===== src/rtl/spi_device_core_if.sv =====
// Register-bus bundle for the SPI device core: byte-addressed single-cycle
// read/write strobes, registered read data and a bus-error pulse.
interface spi_device_core_if;
  logic [7:0]  addr_i;
  logic [31:0] wdata_i;
  logic [31:0] rdata_o;
  logic [3:0]  be_i;
  logic        we_i;
  logic        re_i;
  logic        error_o;

  modport master (output addr_i, wdata_i, be_i, we_i, re_i, input rdata_o, error_o);
  modport slave  (input addr_i, wdata_i, be_i, we_i, re_i, output rdata_o, error_o);
endinterface


===== src/rtl/spi_device_core.sv =====
// SPI device (responder) core: oversampled SCLK/SS/MOSI, shared TX/RX character engine,
// register bus for RX/TX/CTRL/STATUS. Define SPI_DEV_ADDR_ERR_EN to enable error_o pulses.
module spi_device_core #(
  parameter int MAX_CHAR    = 32,
  parameter int SYNC_STAGES = 2
) (
  input  logic             clk_i,
  input  logic             rst_ni,
  spi_device_core_if.slave bus,
  output logic             intr_o,
  input  logic             sclk_i,
  input  logic             ss_ni,
  input  logic             sd_i,
  output logic             sd_o,
  output logic             sd_oe_o
);
  localparam int CW = $clog2(MAX_CHAR);
  localparam int BW = $clog2(MAX_CHAR + 1);

  typedef enum logic {IDLE, ACTIVE} state_t;
  state_t state_reg, state_next;

  logic [SYNC_STAGES-1:0] sclk_sreg, ss_sreg, sd_sreg;
  logic sclk_hist, ss_hist;

  logic [CW-1:0]       char_len_reg;
  logic                lsb_reg, rx_negedge_reg, tx_negedge_reg, ie_reg, en_reg;
  logic [MAX_CHAR-1:0] tx_buf_reg, rx_data_reg, tx_shreg_reg, rx_shreg_reg;
  logic                tx_empty_reg, rx_valid_reg, overrun_reg;
  logic [BW-1:0]       bit_cnt_reg, tx_cnt_reg;

  always_ff @(posedge clk_i or negedge rst_ni) begin
    if (!rst_ni) begin
      sclk_sreg <= '0;
      ss_sreg   <= '0;
      sd_sreg   <= '0;
      sclk_hist <= 1'b0;
      ss_hist   <= 1'b0;
    end else begin
      sclk_sreg <= {sclk_sreg[SYNC_STAGES-2:0], sclk_i};
      ss_sreg   <= {ss_sreg[SYNC_STAGES-2:0], ss_ni};
      sd_sreg   <= {sd_sreg[SYNC_STAGES-2:0], sd_i};
      sclk_hist <= sclk_sreg[SYNC_STAGES-1];
      ss_hist   <= ss_sreg[SYNC_STAGES-1];
    end
  end

  logic sclk_s, ss_s, sd_s, sclk_rise, sclk_fall, ss_fall;
  assign sclk_s    = sclk_sreg[SYNC_STAGES-1];
  assign ss_s      = ss_sreg[SYNC_STAGES-1];
  assign sd_s      = sd_sreg[SYNC_STAGES-1];
  assign sclk_rise = sclk_s & ~sclk_hist;
  assign sclk_fall = ~sclk_s & sclk_hist;
  assign ss_fall   = ~ss_s & ss_hist;

  logic active;
  assign active  = (state_reg == ACTIVE);
  assign sd_oe_o = active;

  // Register decode: only 0x00-0x0C are mapped; the byte offset is ignored.
  logic       mapped, wr_tx, wr_ctrl, wr_status, rd_rx;
  logic [1:0] reg_sel;
  logic       unused_bits;
  assign mapped      = (bus.addr_i[7:4] == 4'h0);
  assign reg_sel     = bus.addr_i[3:2];
  assign wr_tx       = bus.we_i & mapped & (reg_sel == 2'd1);
  assign wr_ctrl     = bus.we_i & mapped & (reg_sel == 2'd2);
  assign wr_status   = bus.we_i & mapped & (reg_sel == 2'd3);
  assign rd_rx       = bus.re_i & mapped & (reg_sel == 2'd0);
  assign unused_bits = ^bus.addr_i[1:0];

  logic start, leave;
  always_comb begin
    state_next = state_reg;
    start      = 1'b0;
    leave      = 1'b0;
    case (state_reg)
      IDLE: begin
        if (en_reg && ss_fall) begin
          state_next = ACTIVE;
          start      = 1'b1;
        end
      end
      ACTIVE: begin
        if (!en_reg || ss_s) begin
          state_next = IDLE;
          leave      = 1'b1;
        end
      end
      default: state_next = IDLE;
    endcase
  end

  always_ff @(posedge clk_i or negedge rst_ni) begin
    if (!rst_ni) state_reg <= IDLE;
    else         state_reg <= state_next;
  end

  logic [BW-1:0]       char_bits;
  logic [MAX_CHAR-1:0] char_mask, rx_shift;
  logic [CW-1:0]       top_idx, tx_idx;
  logic                sample, drive, complete, load;
  assign char_bits = (char_len_reg == '0) ? BW'(MAX_CHAR) : BW'(char_len_reg);
  assign char_mask = {MAX_CHAR{1'b1}} >> (BW'(MAX_CHAR) - char_bits);
  assign top_idx   = CW'(char_bits - BW'(1));
  assign tx_idx    = lsb_reg ? CW'(tx_cnt_reg) : CW'(char_bits - BW'(1) - tx_cnt_reg);
  assign sample    = active & ~leave & (rx_negedge_reg ? sclk_fall : sclk_rise);
  assign drive     = active & ~leave & (tx_negedge_reg ? sclk_fall : sclk_rise);
  assign complete  = sample & ((bit_cnt_reg + BW'(1)) == char_bits);
  assign load      = start | complete;
  assign sd_o      = active & tx_shreg_reg[tx_idx];

  always_comb begin
    rx_shift = {rx_shreg_reg[MAX_CHAR-2:0], sd_s};
    if (lsb_reg) begin
      rx_shift          = rx_shreg_reg >> 1;
      rx_shift[top_idx] = sd_s;
    end
  end

  logic [31:0] tx_buf_ext, tx_wr_val;
  assign tx_buf_ext = 32'(tx_buf_reg);
  for (genvar gi = 0; gi < 4; gi++) begin : g_tx_lane
    assign tx_wr_val[8*gi +: 8] = bus.be_i[gi] ? bus.wdata_i[8*gi +: 8] : tx_buf_ext[8*gi +: 8];
  end

  logic [31:0] rd_val;
  always_comb begin
    rd_val = '0;
    if (mapped) begin
      case (reg_sel)
        2'd0: rd_val = 32'(rx_data_reg);
        2'd2: begin
          rd_val[CW-1:0] = char_len_reg;
          rd_val[9:5]    = {en_reg, ie_reg, tx_negedge_reg, rx_negedge_reg, lsb_reg};
        end
        2'd3: rd_val[3:0] = {active, tx_empty_reg, overrun_reg, rx_valid_reg};
        default: rd_val = '0;
      endcase
    end
  end

  always_ff @(posedge clk_i or negedge rst_ni) begin
    if (!rst_ni) begin
      char_len_reg   <= '0;
      lsb_reg        <= 1'b0;
      rx_negedge_reg <= 1'b0;
      tx_negedge_reg <= 1'b0;
      ie_reg         <= 1'b0;
      en_reg         <= 1'b0;
      tx_buf_reg     <= '0;
      rx_data_reg    <= '0;
      tx_shreg_reg   <= '0;
      rx_shreg_reg   <= '0;
      tx_empty_reg   <= 1'b1;
      rx_valid_reg   <= 1'b0;
      overrun_reg    <= 1'b0;
      bit_cnt_reg    <= '0;
      tx_cnt_reg     <= '0;
      bus.rdata_o    <= '0;
      intr_o         <= 1'b0;
    end else begin
      if (wr_ctrl && !active) begin
        if (bus.be_i[0]) begin
          char_len_reg   <= bus.wdata_i[CW-1:0];
          lsb_reg        <= bus.wdata_i[5];
          rx_negedge_reg <= bus.wdata_i[6];
          tx_negedge_reg <= bus.wdata_i[7];
        end
        if (bus.be_i[1]) begin
          ie_reg <= bus.wdata_i[8];
          en_reg <= bus.wdata_i[9];
        end
      end
      if (wr_tx) tx_buf_reg <= MAX_CHAR'(tx_wr_val);
      // A TX write racing a load wins the empty flag; the load still takes the old buffer.
      if (wr_tx)     tx_empty_reg <= 1'b0;
      else if (load) tx_empty_reg <= 1'b1;
      if (load) tx_shreg_reg <= tx_empty_reg ? '0 : tx_buf_reg;
      if (start || leave || complete) begin
        bit_cnt_reg  <= '0;
        tx_cnt_reg   <= '0;
        rx_shreg_reg <= '0;
      end else begin
        if (sample) begin
          bit_cnt_reg  <= bit_cnt_reg + BW'(1);
          rx_shreg_reg <= rx_shift;
        end
        // Drive never runs ahead of sampling, so the pre-driven first bit is not skipped.
        if (drive && (tx_cnt_reg < bit_cnt_reg)) tx_cnt_reg <= tx_cnt_reg + BW'(1);
      end
      if (complete) rx_data_reg <= rx_shift & char_mask;
      if (complete)   rx_valid_reg <= 1'b1;
      else if (rd_rx) rx_valid_reg <= 1'b0;
      if (complete && rx_valid_reg && !rd_rx)                overrun_reg <= 1'b1;
      else if (wr_status && bus.be_i[0] && bus.wdata_i[1])  overrun_reg <= 1'b0;
      if (bus.re_i) bus.rdata_o <= rd_val;
      intr_o <= ie_reg & (rx_valid_reg | overrun_reg);
    end
  end

`ifdef SPI_DEV_ADDR_ERR_EN
  always_ff @(posedge clk_i or negedge rst_ni) begin
    if (!rst_ni) bus.error_o <= 1'b0;
    else bus.error_o <= ((bus.re_i | bus.we_i) & ~mapped)
                      | (bus.we_i & mapped & (reg_sel == 2'd0))
                      | (wr_status & bus.be_i[0] & bus.wdata_i[0])
                      | (wr_ctrl & active);
  end
`else
  assign bus.error_o = 1'b0;
`endif
endmodule


===== src/flat_wrapper.sv =====
// flat-port wrapper written by rule: the top's interface ports become plain ports
module spi_device_core_flat 
#(
  parameter int MAX_CHAR    = 32,
  parameter int SYNC_STAGES = 2
)
  (clk_i, rst_ni, intr_o, sclk_i, ss_ni, sd_i, sd_o, sd_oe_o, bus_addr_i, bus_wdata_i, bus_be_i, bus_we_i, bus_re_i, bus_rdata_o, bus_error_o);
  spi_device_core_if bus_i ();
  input  logic clk_i;
  input  logic rst_ni;
  output logic intr_o;
  input  logic sclk_i;
  input  logic ss_ni;
  input  logic sd_i;
  output logic sd_o;
  output logic sd_oe_o;
  input wire logic [$bits(bus_i.addr_i)-1:0] bus_addr_i;
  input wire logic [$bits(bus_i.wdata_i)-1:0] bus_wdata_i;
  input wire logic [$bits(bus_i.be_i)-1:0] bus_be_i;
  input wire logic [$bits(bus_i.we_i)-1:0] bus_we_i;
  input wire logic [$bits(bus_i.re_i)-1:0] bus_re_i;
  output wire logic [$bits(bus_i.rdata_o)-1:0] bus_rdata_o;
  output wire logic [$bits(bus_i.error_o)-1:0] bus_error_o;
  assign bus_i.addr_i = bus_addr_i;
  assign bus_i.wdata_i = bus_wdata_i;
  assign bus_i.be_i = bus_be_i;
  assign bus_i.we_i = bus_we_i;
  assign bus_i.re_i = bus_re_i;
  assign bus_rdata_o = bus_i.rdata_o;
  assign bus_error_o = bus_i.error_o;
  spi_device_core #(.MAX_CHAR(MAX_CHAR), .SYNC_STAGES(SYNC_STAGES)) u_core (.clk_i(clk_i), .rst_ni(rst_ni), .bus(bus_i), .intr_o(intr_o), .sclk_i(sclk_i), .ss_ni(ss_ni), .sd_i(sd_i), .sd_o(sd_o), .sd_oe_o(sd_oe_o));
endmodule

===== config.mk =====
export PLATFORM = sky130hd
export DESIGN_NAME = spi_device_core_flat
export DESIGN_NICKNAME = d
export VERILOG_FILES = /design/src/rtl/spi_device_core_if.sv /design/src/rtl/spi_device_core.sv /design/src/flat_wrapper.sv
export SDC_FILE = /design/constraint.sdc
export NUM_CORES = 1
export LEC_CHECK = 0
export ABC_AREA = 1
export BUFFER_PORTS_ARGS = -buffer_cell sky130_fd_sc_hd__buf_4
export CAP_MARGIN = 20
export CORE_MARGIN = 2
export CORE_UTILIZATION = 41
export CTS_CLUSTER_SIZE = 40
export DETAILED_ROUTE_END_ITERATION = 8
export GPL_ROUTABILITY_DRIVEN = 0
export PLACE_DENSITY = 0.55
export SLEW_MARGIN = 25
export SYNTH_ARGS = -nofsm -noshare
export SYNTH_HDL_FRONTEND = slang
export SYNTH_SLANG_ARGS = --single-unit

===== constraint.sdc =====
create_clock -name clk_i -period 3.3 [get_ports clk_i]
set_input_delay 0.33 -clock clk_i [delete_from_list [all_inputs] [get_ports clk_i]]
set_output_delay 0.33 -clock clk_i [all_outputs]
set_load 0.02 [all_outputs]

==> metrics <==
Most used DFF post-synth=dfrtp_1; Post-Synth XOR/XNOR Area=0.00678; Worst path slowest cell=fa_1; most frequent cell on the critical path=nand2_1; DR iter-0 viols=777; Die W=163 microns; post-synthesis mux area share=0.0240; layout cell share with drive strength beyond 1=0.135; Clock Pin Slew Worst Setup and Hold Paths=80 ps; adder-cell area share of the yosys netlist=0.0225; global-route wire length before repair=44400 microns; Worst Path Arrival=2810 ps; drt first pass iters=8; drc violations=0; Mapped Avg Cell Area=7.58 sq um; ANT cells=0; Pleak=6.55 nW; number of global-route vias before repair=8195; clk buf depth=2; initial antenna violation count=0; main combinational cell family by area after synthesis=simple AND/OR/NAND/NOR gates; worst hold start=bus_wdata_i[23]; Int Pwr=0.00378 W; Top delay family on crit path=adder cells; largest net degree at the start of global routing=89; die area=26500 sq um; sequential area share after synthesis=0.472; CP required=2970 ps; clock power share=0.372; CTS tree=built; Reg2Reg Launch Point=u_core.char_len_reg[3]; Buf+Inv Stages, Crit Path=5; simple-gate portion of the synthesized area=0.330; Max Transition Viols Final=0; CTS Buf Count=17; final setup fails=0; Area growth, synth to finish=15.7%; placed cells=1738; Async SR Flop Fraction=1.00; CP Class=register to primary output; Clock Skews=15.6 ps; Critical Path Source Type=register; core area=25000 sq um; Crit Path Max Fanout=8; hold-critical path depth=2; net count after synthesis=1434; post-synthesis cell type count=41; Place WS=342 ps; sw frac=0.314; FF-to-FF path depth=11; Layout Cells excl Fill=1775; Switching Power=0.00173 W; Skew-Pair Late Insertion Delay=440 ps; EDFF count, synth=0; htree depth=4; Hold Slack=117 ps; most frequent cells in the layout=nand2_1 (478), nand3_1 (212), dfrtp_1 (193); Clock Sinks=195; final WL=27600 microns; Root Buffer=clkbuf_16; Final Hold Viols=0; Row Count=58; most common cell after layout, fill and taps aside=nand2_1; Compound-Gate Fraction of Synth Area=0.0575; post-synthesis sequential element count=195; max cap viols=0; Peak Freq=319 MHz; outcome=completed; Vias/cell=5.02; Peak supply drop=0.270 mV; worst hold path class=input port to register; DR WL/cell=15.5 microns; I/O Pins=87; Stages on worst setup path=15; via count=8915; Reg power frac=0.459; total grt overflow=0; buffers added on ports=83; part of the cycle the worst path needs=0.950; Ys Warns=0; setup ws final=165 ps; Tot GR Track Use=0.213; Worst Setup End Kind=primary output; crit path cell chain=inv_4, ha_4, inv_2, fa_1, inv_1, o21ai_4, buf_6, nand3_1, nand2_1, nand2_1, nand2_1, nand2_1, a21oi_2, nor2_1, buf_4; filler instances=2554; relative slew slack=0.356; worst slew pin tran=960 ps; Post-Synthesis Cells=1365; min cycle time layout=3140 ps; post-synthesis cell area=10300 sq um; Logic pwr share=0.169; post-DP HPWL=18900 microns; nets=1501; Crit. Startpoint=u_core.char_len_reg[1]; initial core utilization=0.414; PwrDens=460 nW/um^2; remaining antenna violation count after routing=0; Largest stage delay, worst path=500 ps; die height=163 microns
final timing paths:
path	end	slack (ps)
worst min register to register	u_core.sclk_sreg[1]	350
worst min-delay path	u_core.tx_buf_ext[23]	120
max in group asynchronous	u_core.rx_shreg_reg[23]	1920
min in group asynchronous	u_core.tx_buf_ext[18]	510
worst max register to register	u_core.rx_data_reg[25]	500
worst max-delay path	sd_o	160
Yosys cell counts, types with 11 or more instances:
master	count	share of area
nand2_1	479	0.17
nand3_1	213	0.10
dfrtp_1	194	0.47
inv_1	154	0.056
nor2_1	76	0.028
clkbuf_1	34	0.012
o21ai_0	31	0.015
a21oi_1	25	0.012
a22o_1	22	0.019
mux2_2	22	0.024
ha_1	17	0.021
buf_2	14	0.0068
nand4_1	11	0.0067
routing by layer:
layer  wire length, microns  up-vias  GRT usage
li1                       -     4467          -
met1                  14000     4177      0.331
met2                  11700      252      0.313
met3                   1600       19     0.0311
met4                    296        0     0.0451
met5                      0        -          0
timing repair:
item,4_1_cts,5_1_grt
setup buffers,0,1
hold buffers,4,0
gates cloned,0,0
hold endpoints to repair,42,0
pin swaps,0,3
resized for setup,4,13
setup endpoints to repair,1,1
power by group through the flow:
stage / logic (W) / clock network (W) / registers (W)
after global routing: 0.00105 / 0.00220 / 0.00254
after global placement: 0.000886 / 0 / 0.00257
after floorplan: 0.000577 / 0 / 0.00256
final: 0.000933 / 0.00205 / 0.00253
after detailed placement: 0.000889 / 0 / 0.00257
after CTS: 0.000899 / 0.00211 / 0.00253
cells by family after synthesis:
kind of cell,count (synthesis)
flip-flops,195
XOR/XNOR,8
other,1
buffers and inverters,221
AO/OA/AOI/OAI,95
adder cells (fa/ha/maj),18
AND/OR/NAND/NOR,805
multiplexers,22
cell type report:
cell class | count | area [sq um] | area share
sequential | 195 | 4880 | 0.408
multi-input combinational | 949 | 4620 | 0.386
timing repair buffer | 113 | 881 | 0.0736
inverter | 156 | 591 | 0.0494
clock buffer | 19 | 433 | 0.0362
tap | 330 | 413 | 0.0345
clock inverter | 13 | 144 | 0.0120
per-stage QoR:
step                power [W]   util  cell area, sq um  setup TNS [ps]
CTS                   0.00554  0.476             11900               0
global placement      0.00346  0.451             11300               0
floorplan             0.00313      -             10300               0
finish                0.00551  0.479             12000               0
global route          0.00579  0.479             12000           -53.1
detailed placement    0.00346  0.451             11300               0
Power figures use the tool's default switching activity.
